`src/rtl/cpu_pkg.sv`:
```
// Shared CPU datapath constants and the pipeline stage record.
// Used by the writeback/forwarding slice and its operand mux.
package cpu_pkg;
    localparam int DATA_W = 32;
    localparam int ADDR_W = 5;

    localparam logic [ADDR_W-1:0] REG_ZERO = '0;

    typedef struct packed {
        logic              valid;
        logic              wen;
        logic              is_load;
        logic [ADDR_W-1:0] wreg;
        logic [DATA_W-1:0] data;
    } stage_t;
endpackage

```
`src/rtl/fwd_select.sv`:
```
// Operand priority mux: r0, then MEM result, then WB write data, then register file.
// Purely combinational, zero latency.
// No flow control; the caller qualifies the enables.
module fwd_select
    import cpu_pkg::*;
(
    input  logic [ADDR_W-1:0] rs,
    input  logic [DATA_W-1:0] rf_rdata,
    input  logic              mem_en,
    input  logic [ADDR_W-1:0] mem_wreg,
    input  logic [DATA_W-1:0] mem_data,
    input  logic              wb_en,
    input  logic [ADDR_W-1:0] wb_wreg,
    input  logic [DATA_W-1:0] wb_data,
    output logic [DATA_W-1:0] op
);
    always_comb begin
        op = rf_rdata;
        if (rs == REG_ZERO) begin
            op = '0;
        end else if (mem_en && (mem_wreg == rs)) begin
            op = mem_data;
        end else if (wb_en && (wb_wreg == rs)) begin
            // register file does not bypass, so a same-cycle write must be forwarded here
            op = wb_data;
        end
    end
endmodule

```
`src/rtl/regfile_writeback_fwd.sv`:
```
// MEM/WB pipeline registers driving the register-file write port, plus ID operand forwarding.
// Write reaches Wenable 2 edges after EX acceptance (longer while a load waits on memory).
// A load waiting on mem_ready holds MEM, drops ex_accept and raises stall; WB gets bubbles.
module regfile_writeback_fwd #(
    parameter int DATA_W = cpu_pkg::DATA_W,
    parameter int ADDR_W = cpu_pkg::ADDR_W,
    parameter int CNT_W  = 32
) (
    input  logic              clk,
    input  logic              rst,
    input  logic              ex_valid,
    input  logic              ex_wen,
    input  logic              ex_is_load,
    input  logic [ADDR_W-1:0] ex_wreg,
    input  logic [DATA_W-1:0] ex_result,
    input  logic              flush,
    input  logic              mem_ready,
    input  logic [DATA_W-1:0] mem_rdata,
    input  logic [ADDR_W-1:0] id_rs,
    input  logic [ADDR_W-1:0] id_rt,
    input  logic [DATA_W-1:0] rf_rdata1,
    input  logic [DATA_W-1:0] rf_rdata2,
    output logic [DATA_W-1:0] id_op1,
    output logic [DATA_W-1:0] id_op2,
    output logic              stall,
    output logic              ex_accept,
    output logic [ADDR_W-1:0] Wreg,
    output logic [DATA_W-1:0] Wdata,
    output logic              Wenable,
    output logic [CNT_W-1:0]  wr_count
);
    import cpu_pkg::*;

    stage_t            mem_q;
    logic              wb_v;
    logic              wb_wen;
    logic [ADDR_W-1:0] wb_wreg;
    logic [DATA_W-1:0] wb_data;

    logic mem_done;
    logic mem_fwd_en;
    logic load_hazard;

    // A non-load leaves MEM every cycle; a load only once memory answers.
    assign mem_done  = mem_q.valid && (!mem_q.is_load || mem_ready);
    assign ex_accept = !mem_q.valid || mem_done;

    always_ff @(posedge clk or negedge rst) begin
        if (!rst) begin
            mem_q <= '0;
        end else if (ex_accept) begin
            mem_q <= '{valid:   ex_valid && !flush,
                       wen:     ex_wen,
                       is_load: ex_is_load,
                       wreg:    ex_wreg,
                       data:    ex_result};
        end
    end

    always_ff @(posedge clk or negedge rst) begin
        if (!rst) begin
            wb_v    <= 1'b0;
            wb_wen  <= 1'b0;
            wb_wreg <= '0;
            wb_data <= '0;
        end else begin
            wb_v <= mem_done;
            if (mem_done) begin
                wb_wen  <= mem_q.wen && (mem_q.wreg != REG_ZERO);
                wb_wreg <= mem_q.wreg;
                wb_data <= mem_q.is_load ? mem_rdata : mem_q.data;
            end
        end
    end

    assign Wenable = wb_v && wb_wen;
    assign Wreg    = wb_wreg;
    assign Wdata   = wb_data;

    always_ff @(posedge clk or negedge rst) begin
        if (!rst) begin
            wr_count <= '0;
        end else if (Wenable) begin
            wr_count <= wr_count + {{(CNT_W-1){1'b0}}, 1'b1};
        end
    end

    // Load data is not known in MEM, so a dependent ID read must wait one cycle.
    assign mem_fwd_en  = mem_q.valid && mem_q.wen && !mem_q.is_load;
    assign load_hazard = mem_q.valid && mem_q.is_load && mem_q.wen &&
                         (mem_q.wreg != REG_ZERO) &&
                         ((mem_q.wreg == id_rs) || (mem_q.wreg == id_rt));
    assign stall       = load_hazard || !ex_accept;

    fwd_select u_fwd_rs (
        .rs       (id_rs),
        .rf_rdata (rf_rdata1),
        .mem_en   (mem_fwd_en),
        .mem_wreg (mem_q.wreg),
        .mem_data (mem_q.data),
        .wb_en    (Wenable),
        .wb_wreg  (wb_wreg),
        .wb_data  (wb_data),
        .op       (id_op1)
    );

    fwd_select u_fwd_rt (
        .rs       (id_rt),
        .rf_rdata (rf_rdata2),
        .mem_en   (mem_fwd_en),
        .mem_wreg (mem_q.wreg),
        .mem_data (mem_q.data),
        .wb_en    (Wenable),
        .wb_wreg  (wb_wreg),
        .wb_data  (wb_data),
        .op       (id_op2)
    );
endmodule

```
`config.mk`:
```
export PLATFORM = sky130hd
export DESIGN_NAME = regfile_writeback_fwd
export DESIGN_NICKNAME = d
export VERILOG_FILES = /design/src/rtl/cpu_pkg.sv /design/src/rtl/fwd_select.sv /design/src/rtl/regfile_writeback_fwd.sv
export SDC_FILE = /design/constraint.sdc
export NUM_CORES = 1
export LEC_CHECK = 0
export ABC_AREA = 1
export CORE_MARGIN = 2
export CORE_UTILIZATION = 42
export DETAILED_ROUTE_END_ITERATION = 12
export GPL_TIMING_DRIVEN = 0
export HOLD_SLACK_MARGIN = 0.03
export PLACE_DENSITY = 0.79
export SLEW_MARGIN = 15
export SYNTH_ARGS = -nofsm -noshare
export SYNTH_HDL_FRONTEND = slang
export SYNTH_HIERARCHICAL = 1
export SYNTH_SLANG_ARGS = --single-unit
```
`constraint.sdc`:
```
create_clock -name clk -period 2.2 [get_ports clk]
set_input_delay 0.44 -clock clk [delete_from_list [all_inputs] [get_ports clk]]
set_output_delay 0.44 -clock clk [all_outputs]
set_load 0.02 [all_outputs]
```
==> impl_metrics.json, run 1 <==
{
  "status": "finished, violations left",
  "violations": "negative setup slack",
  "whs_path_depth": 1,
  "rows": 50,
  "antenna_found_initial": 4,
  "fin_ws_ns": -0.5069,
  "p_per_area_nw_per_um2": 549.3,
  "rr_endpoint": "mem_q[6]$_DFFE_PN0N_",
  "rrSetupSlack_ns": 0.29,
  "post_drt_wl_per_cell_um": 17.98,
  "wl_um": 32400,
  "synth.avg_cell_area_um2": 6.524,
  "cts_buffer_depth": 2,
  "synth.most_common_cell": "nand2_1",
  "grt_usage_pct": 31.08,
  "maxSlewHeadroom_pct": 58.70,
  "synth_cells": 1226,
  "cpPeakStageDelay_ns": 0.39,
  "drt_pass1_iterations": 9,
  "nets": 1710,
  "ys_types": 26,
  "tightest_slew_ns": 0.6194,
  "slew_violations": 0,
  "yosys-top-cells-area": "dfrtp_1 35%, nand2_1 20%, inv_1 7.2%",
  "drt_iter0_markers": 735,
  "ios": 286,
  "path_cells": "inv_1 -> nor3_4 -> nand2_2 -> nor2_4 -> buf_12 -> nand3_4 -> buf_12 -> nor2_4 -> nor2_2 -> nand2_1 -> inv_1 -> buf_6",
  "synth_edf_count": 0,
  "reg2reg_depth": 7,
  "ir_drop_mv": 0.4379,
  "hold_violations": 0,
  "coreArea_um2": 18710,
  "critPathLaunchType": "register",
  "setup_viol": 64,
  "seq_area_frac_synth_pct": 34.73,
  "area_delta_synth_final_pct": 56.76,
  "start_util_pct": 42.76,
  "cp-endpoint": "id_op1[21]",
  "drive_gt1_share_pct": 20.91,
  "place_ws_ns": -1.119,
  "async_flop_share_pct": 100.0,
  "ant_nets": 0,
  "drv_cap": 0,
  "syn_nets": 1377,
  "fin_crit_sh_pct": 123.0,
  "grt_max_degree": 65,
  "synth_top_cell_by_area": "dfrtp_1",
  "crit_start": "mem_q[39]$_DFFE_PN0N_",
  "cts_sinks": 111,
  "synth_seq_cells": 111,
  "via_per_inst": 5.358,
  "rsz0062_at_grt": "yes",
  "yosys_warnings": 6,
  "hp-class": "register to register",
  "r2r-start": "mem_q[37]$_DFFE_PN0N_",
  "cts_max_level": 3,
  "arrival_ns": 2.27,
  "post-route-min-period_ns": 2.707,
  "grt_pass1_vias": 9167,
  "cts_root_buf": "clkbuf_16",
  "clock_latency_ns": 0.36,
  "grt_first_pass_wirelength_um": 48520,
  "fmax_mhz": 369.4,
  "end_kind": "primary output",
  "drc": 0,
  "cpMaxStageDelayCell": "dfrtp_1",
  "die_area_um2": 20170,
  "synthFlopType": "dfrtp_1",
  "die_y_um": 142.0,
  "vias": 9655,
  "port-buffer-count": 285,
  "fin_skew_ns": 0.007888,
  "finalWeightedCongestion": 0.9314,
  "power_leakage_nw": 6.380,
  "fin_util_pct": 67.04,
  "grt_overflow": 0,
  "clkTransAtPathRegs_ns": 0.07,
  "critPathKind": "register to primary output",
  "hpwl_um": 22640,
  "die_x_um": 142.0,
  "synthTopCellsByCount": "416 x nand2_1, 153 x inv_1, 119 x nor2_1, 111 x dfrtp_1, 81 x nand3_1",
  "path_max_fanout": 6,
  "cp.required_ns": 1.76,
  "syn_area_um2": 7999,
  "synth_top_area_share_pct": 34.73,
  "cts_tree": "yes",
  "numCtsBuffers": 9
}
## sequential cells by signal, indices dropped and copies added, names as in the netlist
name      cells
wr_count     32
mem_q        40
wb_wen        1
wb_v          1
Wreg          5
Wdata        32
## metal layers
metal  vias up  part of all wire [%]  global-route usage [%]
li1       4487                     -                       -
met1      4449                    38                   37.95
met2       601                    48                   51.72
met3       118                   9.6                   6.797
met4         0                   4.3                   15.95
met5         -                     0                       0
## what timing repair did
| action | 4_1_cts | 5_1_grt |
|---|---|---|
| buffers inserted | 20 | 11 |
| hold endpoints to repair | 13 | 0 |
| hold buffers | 1 | 0 |
| cloned | 7 | 0 |
| pin swaps | 79 | 44 |
| endpoints found under the setup margin | 66 | 65 |
| resized for setup | 522 | 56 |
## power breakdown
group          leakage, nW  internal, W  switching (W)
registers             1.40      0.00227       0.000350
clock network        0.155      0.00104       0.000803
logic                 4.83      0.00108        0.00134
total                 6.38      0.00439        0.00250
## worst min path at each step
stage / startpoint / end / slack [ns]
after floorplan: rst / Wdata[0]$_DFFE_PN0P_ / 0.14
after global placement: mem_q[38]$_DFFE_PN0N_ / wb_wen$_DFFE_PN0P_ / 0.51
after detailed placement: rst / Wdata[5]$_DFFE_PN0P_ / 0.40
after CTS: wr_count[18]$_DFFE_PN0P_ / wr_count[18]$_DFFE_PN0P_ / 0.53
after global routing: wr_count[10]$_DFFE_PN0P_ / wr_count[10]$_DFFE_PN0P_ / 0.54
final: wr_count[18]$_DFFE_PN0P_ / wr_count[18]$_DFFE_PN0P_ / 0.53
## final cells by class
type | count | area [µm²]
antenna | 4 | 10.01
buffer | 61 | 479.2
clock buffer | 10 | 239.0
clock inverter | 6 | 92.59
fill | 1581 | 6166
inverter | 165 | 624.3
multi-input combinational | 887 | 4642
sequential | 111 | 2780
tap | 234 | 292.8
timing repair buffer | 324 | 3379
## cells in the final DEF, fill, tap and decap left out, drive strengths merged
cell type / count
and2: 1
buf: 149
bufinv: 2
clkbuf: 27
clkdlybuf4s50: 209
clkinv: 1
clkinvlp: 2
dfrtp: 111
diode: 4
dlygate4sd2: 8
dlygate4sd3: 1
dlymetal6s2s: 1
ha: 1
inv: 166
nand2: 422
nand3: 89
nand3b: 2
nand4: 77
nor2: 177
nor3: 9
o21ai: 76
xnor2: 13
xor2: 20
## kinds of logic after synthesis
| kind of cell | Yosys count | synth area share, % |
|---|---|---|
| AO/OA/AOI/OAI | 76 | 4.755 |
| XOR/XNOR | 33 | 3.613 |
| adder cells (fa/ha/maj) | 1 | 0.1564 |
| buffers and inverters | 229 | 12.42 |
| flip-flops | 111 | 34.73 |
| AND/OR/NAND/NOR | 776 | 44.33 |
## per-stage QoR
step	instances	instance area, µm²	hold WS, ns	TNS, ns	total power [W]
after floorplan	1226	8004	0.1444	0	0.003627
after global placement	1745	11150	0.5085	-478.88	0.004792
after detailed placement	1746	11180	0.4047	-67.05	0.004844
after CTS	1789	12320	0.5278	-27.46	0.006840
after global routing	1800	12530	0.5394	-34.23	0.007184
final	1802	12540	0.5265	-28.71	0.006888
## worst max-delay path, delay by kind of cell, from the launching register on
kind                   cells  cell delay, ns
buffers and inverters      5            0.63
and+or+nand+nor            7            0.89
DFF                        1            0.39
Power figures use the tool's default switching activity.
==> run 2, diff against run 1 <==
--- a/config.mk
+++ b/config.mk
@@ -6,8 +6,10 @@
 export NUM_CORES = 1
 export LEC_CHECK = 0
 export ABC_AREA = 1
+export CORE_ASPECT_RATIO = 1.1
 export CORE_MARGIN = 2
 export CORE_UTILIZATION = 42
+export CTS_CLUSTER_SIZE = 14
 export DETAILED_ROUTE_END_ITERATION = 12
 export GPL_TIMING_DRIVEN = 0
 export HOLD_SLACK_MARGIN = 0.03
==> run 2 against run 1 <==
Net effect: sequential power about the same; largest cell class unchanged; combinational power about the same; critical endpoint is now id_op1[14]; sequential share of layout area down 0.25 points; the run still ends with negative setup slack left; clock skew about the same; cell count up 0.94%; die area about the same; largest power group unchanged; hold slack worse by 0.0080 ns; non-clock buffer count up 9.
==> impl_metrics.json, run 2 (synthesized netlist as in run 1, its figures left out) <==
{
  "cp.required_ns": 1.76,
  "maxSlewHeadroom_pct": 53.05,
  "port-buffer-count": 285,
  "status": "finished, violations left",
  "critPathKind": "register to primary output",
  "hp-class": "register to register",
  "slew_violations": 0,
  "cts_buffer_depth": 2,
  "fin_crit_sh_pct": 122.2,
  "rows": 52,
  "final_cells": 1819,
  "wl_um": 32520,
  "p_total_w": 0.006706,
  "power_leakage_nw": 6.478,
  "cts_tree": "yes",
  "post_drt_wl_per_cell_um": 17.88,
  "die_y_um": 148.7,
  "violations": "negative setup slack",
  "drv_cap": 0,
  "largest_reg_flops": 40,
  "clkTransAtPathRegs_ns": 0.08,
  "die_x_um": 135.6,
  "drt_pass1_iterations": 6,
  "coreArea_um2": 18540,
  "ir_drop_mv": 0.3669,
  "drt_iter0_markers": 747,
  "critPathLaunchType": "register",
  "whs_ns": 0.5185,
  "drive_gt1_share_pct": 22.44,
  "numCtsBuffers": 9,
  "die_area_um2": 20170,
  "ant_nets": 0,
  "grt_first_pass_wirelength_um": 47670,
  "grt_usage_pct": 30.40,
  "vias": 9707,
  "hold_violations": 0,
  "fin_util_pct": 68.50,
  "end_kind": "primary output",
  "post-route-min-period_ns": 2.689,
  "nets": 1719,
  "fmax_mhz": 371.9,
  "grt_pass1_vias": 9145,
  "hpwl_um": 22630,
  "finalWeightedCongestion": 0.9331,
  "cts_max_level": 3,
  "drc": 0,
  "cts_root_buf": "clkbuf_16",
  "clock_latency_ns": 0.36,
  "fin_skew_ns": 0.008159,
  "tightest_slew_ns": 0.7043,
  "top_register": "mem_q",
  "p_per_area_nw_per_um2": 528.0,
  "via_per_inst": 5.336,
  "final_common_cell": "nand2_1",
  "cts_sinks": 111,
  "grt_overflow": 0,
  "area_delta_synth_final_pct": 58.78,
  "mostFrequentLayoutCells": "406 x nand2_1, 208 x clkdlybuf4s50_1, 133 x inv_1, 106 x dfrtp_1, 82 x nor2_1",
  "place_inst": 1755,
  "grt_max_degree": 67,
  "antenna_found_initial": 5,
  "start_util_pct": 43.14,
  "arrival_ns": 2.25,
  "path_max_fanout": 7,
  "fin_ws_ns": -0.4891,
  "rsz0062_at_grt": "yes",
  "ios": 286,
  "setup_viol": 64
}
==> run 2: routing by layer <==
metal / vias up / GRT usage (%) / wire [µm]
met2: 544 / 52.35 / 15910
met4: 0 / 15.42 / 1690
met1: 4537 / 36.09 / 11940
met5: - / 0 / 0
li1: 4511 / - / -
met3: 115 / 5.810 / 2979
==> run 2: final cells by class <==
class                      instances  area (µm²)
antenna                            3       7.507
buffer                            61       467.9
clock buffer                      11       232.7
clock inverter                     5       58.81
fill                            1567        5842
inverter                         165       624.3
multi-input combinational        887        4717
sequential                       111        2784
tap                              243       304.0
timing repair buffer             333        3505
==> run 2: per-stage QoR <==
step / setup slack [ns] / area, µm² / TNS, ns
floorplan: 0.02030 / 8004 / 0
global placement: -3.760 / 11160 / -478.10
detailed placement: -1.046 / 11190 / -63.66
CTS: -0.5389 / 12060 / -29.28
global route: -0.5796 / 12700 / -30.15
finish: -0.4891 / 12700 / -24.20
==> run 2: critical path, cell delays in order, from the launching register on <==
cell,delay [ns]
dfrtp_1,0.42
inv_2,0.09
nor3_4,0.24
nand2_1,0.09
nor2_2,0.12
nand3_4,0.17
buf_8,0.21
buf_12,0.15
nor2_4,0.08
nor2_2,0.05
nand2_1,0.09
inv_1,0.05
buf_6,0.12
==> run 2: worst paths after layout <==
check,startpoint,end,slack [ns],cells after the start
max in group asynchronous,rst,mem_q[35]$_DFFE_PN0N_,0.88,3
min in group asynchronous,rst,mem_q[17]$_DFFE_PN0N_,0.59,2
worst max-delay path,mem_q[39]$_DFFE_PN0N_,id_op1[14],-0.49,12
worst max register to register,mem_q[37]$_DFFE_PN0N_,Wdata[15]$_DFFE_PN0P_,0.42,8
worst min-delay path,wr_count[16]$_DFFE_PN0P_,wr_count[16]$_DFFE_PN0P_,0.52,1
worst min register to register,wr_count[16]$_DFFE_PN0P_,wr_count[16]$_DFFE_PN0P_,0.52,1
==> run 2: repair_timing <==
item	CTS	global route
buffers inserted	26	13
pin swaps	44	44
endpoints found under the hold margin	2	0
gates cloned	6	3
gates resized for setup	440	158
setup endpoints to repair	66	66
hold buffers	1	0
==> run 2: power breakdown <==
group	total, W	switching (W)	internal [W]
clock	0.00167	0.000782	0.000886
sequential	0.00264	0.000368	0.00227
combinational	0.00240	0.00131	0.00108
total	0.00671	0.00246	0.00424
==> run 3, diff against run 2 <==
--- a/config.mk
+++ b/config.mk
@@ -5,15 +5,15 @@
 export SDC_FILE = /design/constraint.sdc
 export NUM_CORES = 1
 export LEC_CHECK = 0
-export ABC_AREA = 1
+export ABC_AREA = 0
 export CORE_ASPECT_RATIO = 1.1
 export CORE_MARGIN = 2
-export CORE_UTILIZATION = 42
+export CORE_UTILIZATION = 48
 export CTS_CLUSTER_SIZE = 14
 export DETAILED_ROUTE_END_ITERATION = 12
 export GPL_TIMING_DRIVEN = 0
 export HOLD_SLACK_MARGIN = 0.03
-export PLACE_DENSITY = 0.79
+export PLACE_DENSITY = 0.87
 export SLEW_MARGIN = 15
 export SYNTH_ARGS = -nofsm -noshare
 export SYNTH_HDL_FRONTEND = slang
==> constraint.sdc (replaced) <==
create_clock -name clk -period 3.2 [get_ports clk]
set_input_delay 0.64 -clock clk [delete_from_list [all_inputs] [get_ports clk]]
set_output_delay 0.64 -clock clk [all_outputs]
set_load 0.02 [all_outputs]
==> run 3 against run 2 <==
Net effect: the run now ends clean; first-iteration DRC count is 31% higher; die area is 20% lower; sequential share of layout area rose by 3.7 points; register-to-register slack better by 0.87 ns; via count down 17%; cell count is 29% lower; power decreased by 31%; critical path type is now input pin to primary output; largest power group unchanged.
==> impl_metrics.json, run 3 <==
{
  "status": "completed",
  "clkPwrFrac_pct": 26.9,
  "maxSlewHeadroom_pct": 56.68,
  "grt_first_pass_wirelength_um": 42980,
  "synth_top_cell_by_area": "dfrtp_1",
  "nets": 1233,
  "swShare_pct": 37.01,
  "fin_skew_ns": 0.007682,
  "coreArea_um2": 14880,
  "synth_seq_cells": 111,
  "critPathKind": "input pin to primary output",
  "vias": 8015,
  "path_cells": "dlygate4sd2_1 -> xnor2_1 -> nand4_1 -> buf_4 -> clkbuf_2 -> o21ai_0 -> a311oi_2 -> buf_2",
  "synth.avg_cell_area_um2": 9.357,
  "place_inst": 1255,
  "async_flop_share_pct": 100.0,
  "die_area_um2": 16070,
  "synth.most_common_cell": "dfrtp_1",
  "setup_viol": 0,
  "hp-class": "input pin to asynchronous set/reset pin",
  "cp.depth": 8,
  "numCtsBuffers": 9,
  "final_cells": 1283,
  "finalWeightedCongestion": 0.9938,
  "top_register": "mem_q",
  "seqPwrFrac_pct": 39.0,
  "hpwl_um": 21470,
  "slew_violations": 0,
  "drv_cap": 0,
  "area_delta_synth_final_pct": 49.75,
  "synthFlopType": "dfrtp_1",
  "tightest_slew_ns": 0.6497,
  "rows": 47,
  "port-buffer-count": 285,
  "final_common_cell": "clkdlybuf4s50_1",
  "drt_pass1_iterations": 6,
  "post_drt_wl_per_cell_um": 22.59,
  "syn_nets": 924,
  "post-route-min-period_ns": 3.186,
  "end_kind": "primary output",
  "grt_usage_pct": 35.15,
  "synth_edf_count": 0,
  "reg2reg_depth": 6,
  "die_y_um": 132.7,
  "p_total_w": 0.004638,
  "start_util_pct": 48.62,
  "diodes": 0,
  "grt_max_degree": 82,
  "synth_cells": 773,
  "fin_crit_sh_pct": 99.57,
  "fmax_mhz": 313.8,
  "wl_um": 28990,
  "critPathLaunchType": "input pin",
  "cpPeakStageDelay_ns": 0.43,
  "cts_hold_buf": 0,
  "grt_overflow": 0,
  "cts_max_level": 3,
  "cts_tree": "yes",
  "cp_num_buf_inv": 4,
  "power.internal_w": 0.002921,
  "ant_nets": 0,
  "power_switching_w": 0.001716,
  "antenna_found_initial": 0,
  "power_leakage_nw": 4.261,
  "ios": 286,
  "path_max_fanout": 10,
  "arrival_ns": 2.55,
  "fill_cells": 1158,
  "cts_root_buf": "clkbuf_16",
  "clkTransAtPathRegs_ns": 0.08,
  "yosys-top-cells-area": "dfrtp_1 38%, mux2_2 6.9%, o21ai_0 6.6%",
  "grt_pass1_vias": 7563,
  "ir_drop_mv": 0.2819,
  "yosys_warnings": 6,
  "cp.required_ns": 2.56,
  "drive_gt1_share_pct": 24.66,
  "ys_types": 39,
  "p_per_area_nw_per_um2": 428.2,
  "drt_iter0_markers": 979,
  "synth_top_area_share_pct": 38.40,
  "cts_buffer_depth": 2,
  "synthTopCellsByCount": "111 x dfrtp_1, 96 x o21ai_0, 68 x nor3_1, 53 x clkbuf_1",
  "seq_area_frac_synth_pct": 38.40,
  "combPwrFrac_pct": 34.1,
  "syn_area_um2": 7233,
  "crit_family": "buffers and inverters",
  "via_per_inst": 6.247,
  "cpMaxStageDelayCell": "a311oi_2",
  "clock_latency_ns": 0.37,
  "die_x_um": 121.0,
  "drc": 0,
  "cts_sinks": 111,
  "mostFrequentLayoutCells": "210 x clkdlybuf4s50_1, 111 x dfrtp_1, 94 x o21ai_0, 58 x nor3_1, 54 x clkbuf_2",
  "hold_violations": 0,
  "largest_reg_flops": 40
}
[run 3: cell count changes after synthesis, moves of 32 or more]
cell      before  now
a211oi_1       0   36
clkbuf_1      17   53
inv_1        153    3
mux2_2         0   44
mux2i_1        0   32
nand2_1      416   50
nand4_1       77   39
nor2_1       119    7
nor2_2        47    0
nor3_1         7   68
o22a_1         0   36
xnor2_1       13   48
[run 3: power by group through the flow]
stage | clock network [W] | registers (W) | logic, W
floorplan | 0 | 0.00190 | 0.000601
CTS | 0.00126 | 0.00180 | 0.00154
detailed placement | 0 | 0.00182 | 0.00153
global placement | 0 | 0.00182 | 0.00150
finish | 0.00125 | 0.00181 | 0.00158
global route | 0.00130 | 0.00183 | 0.00166
[run 3: metrics by stage]
step                      util [%]  hold slack (ns)  worst slack (ns)  setup TNS, ns  cell area, µm²
after floorplan                  -           0.3444            0.5370              0            7233
after global placement       69.44           0.4641            -2.801        -354.80           10330
after detailed placement     69.63           0.4708           -0.9892         -46.70           10360
after CTS                    72.66           0.1457         0.0003080              0           10810
after global routing         72.80           0.1630          -0.03924        -0.1434           10830
final                        72.80           0.1433           0.01373              0           10830
[run 3: path summary, 6_finish.rpt]
path	start	to	slack, ns
max in group asynchronous	rst	Wdata[30]$_DFFE_PN0P_	2.37
min in group clk	wr_count[31]$_DFFE_PN0P_	wr_count[31]$_DFFE_PN0P_	0.48
worst max-delay path	id_rs[4]	id_op1[29]	0.01
worst min register to register	wr_count[31]$_DFFE_PN0P_	wr_count[31]$_DFFE_PN0P_	0.48
worst max register to register	mem_q[37]$_DFFE_PN0N_	Wdata[26]$_DFFE_PN0P_	1.29
worst min-delay path	rst	mem_q[27]$_DFFE_PN0N_	0.14
[run 3: final cells by class]
| type | count | area, µm² | share of cell area (%) |
|---|---|---|---|
| tap | 196 | 245.2 | 2.264 |
| clock buffer | 9 | 225.2 | 2.079 |
| timing repair buffer | 302 | 2760 | 25.48 |
| buffer | 75 | 419.2 | 3.870 |
| sequential | 111 | 2778 | 25.64 |
| clock inverter | 7 | 105.1 | 0.9703 |
| inverter | 3 | 11.26 | 0.1040 |
| multi-input combinational | 580 | 4288 | 39.59 |
[run 3: logic make-up after synthesis]
| kind of cell | synth area share, % |
|---|---|
| flip-flops | 38.40 |
| multiplexers | 11.28 |
| adder cells (fa/ha/maj) | 0.1730 |
| XOR/XNOR | 7.594 |
| AO/OA/AOI/OAI | 20.27 |
| buffers and inverters | 4.844 |
| AND/OR/NAND/NOR | 17.44 |
[run 3: per-layer routing]
metal  up-vias  track usage [%]  routed length, µm  part of all wire [%]
met3       106            8.190               3137                    11
met5         -                0                  0                     0
met1      3789            44.59              10810                    37
li1       3529                -                  -                     -
met4         0            16.86               1379                   4.8
met2       591            56.40              13660                    47
[run 3: what timing repair did]
action / in CTS / in global routing
gates cloned: 0 / 0
gates resized for setup: 275 / 121
endpoints found under the hold margin: 0 / 0
setup buffers: 12 / 4
setup endpoints to repair: 66 / 65
pin swaps: 6 / 12
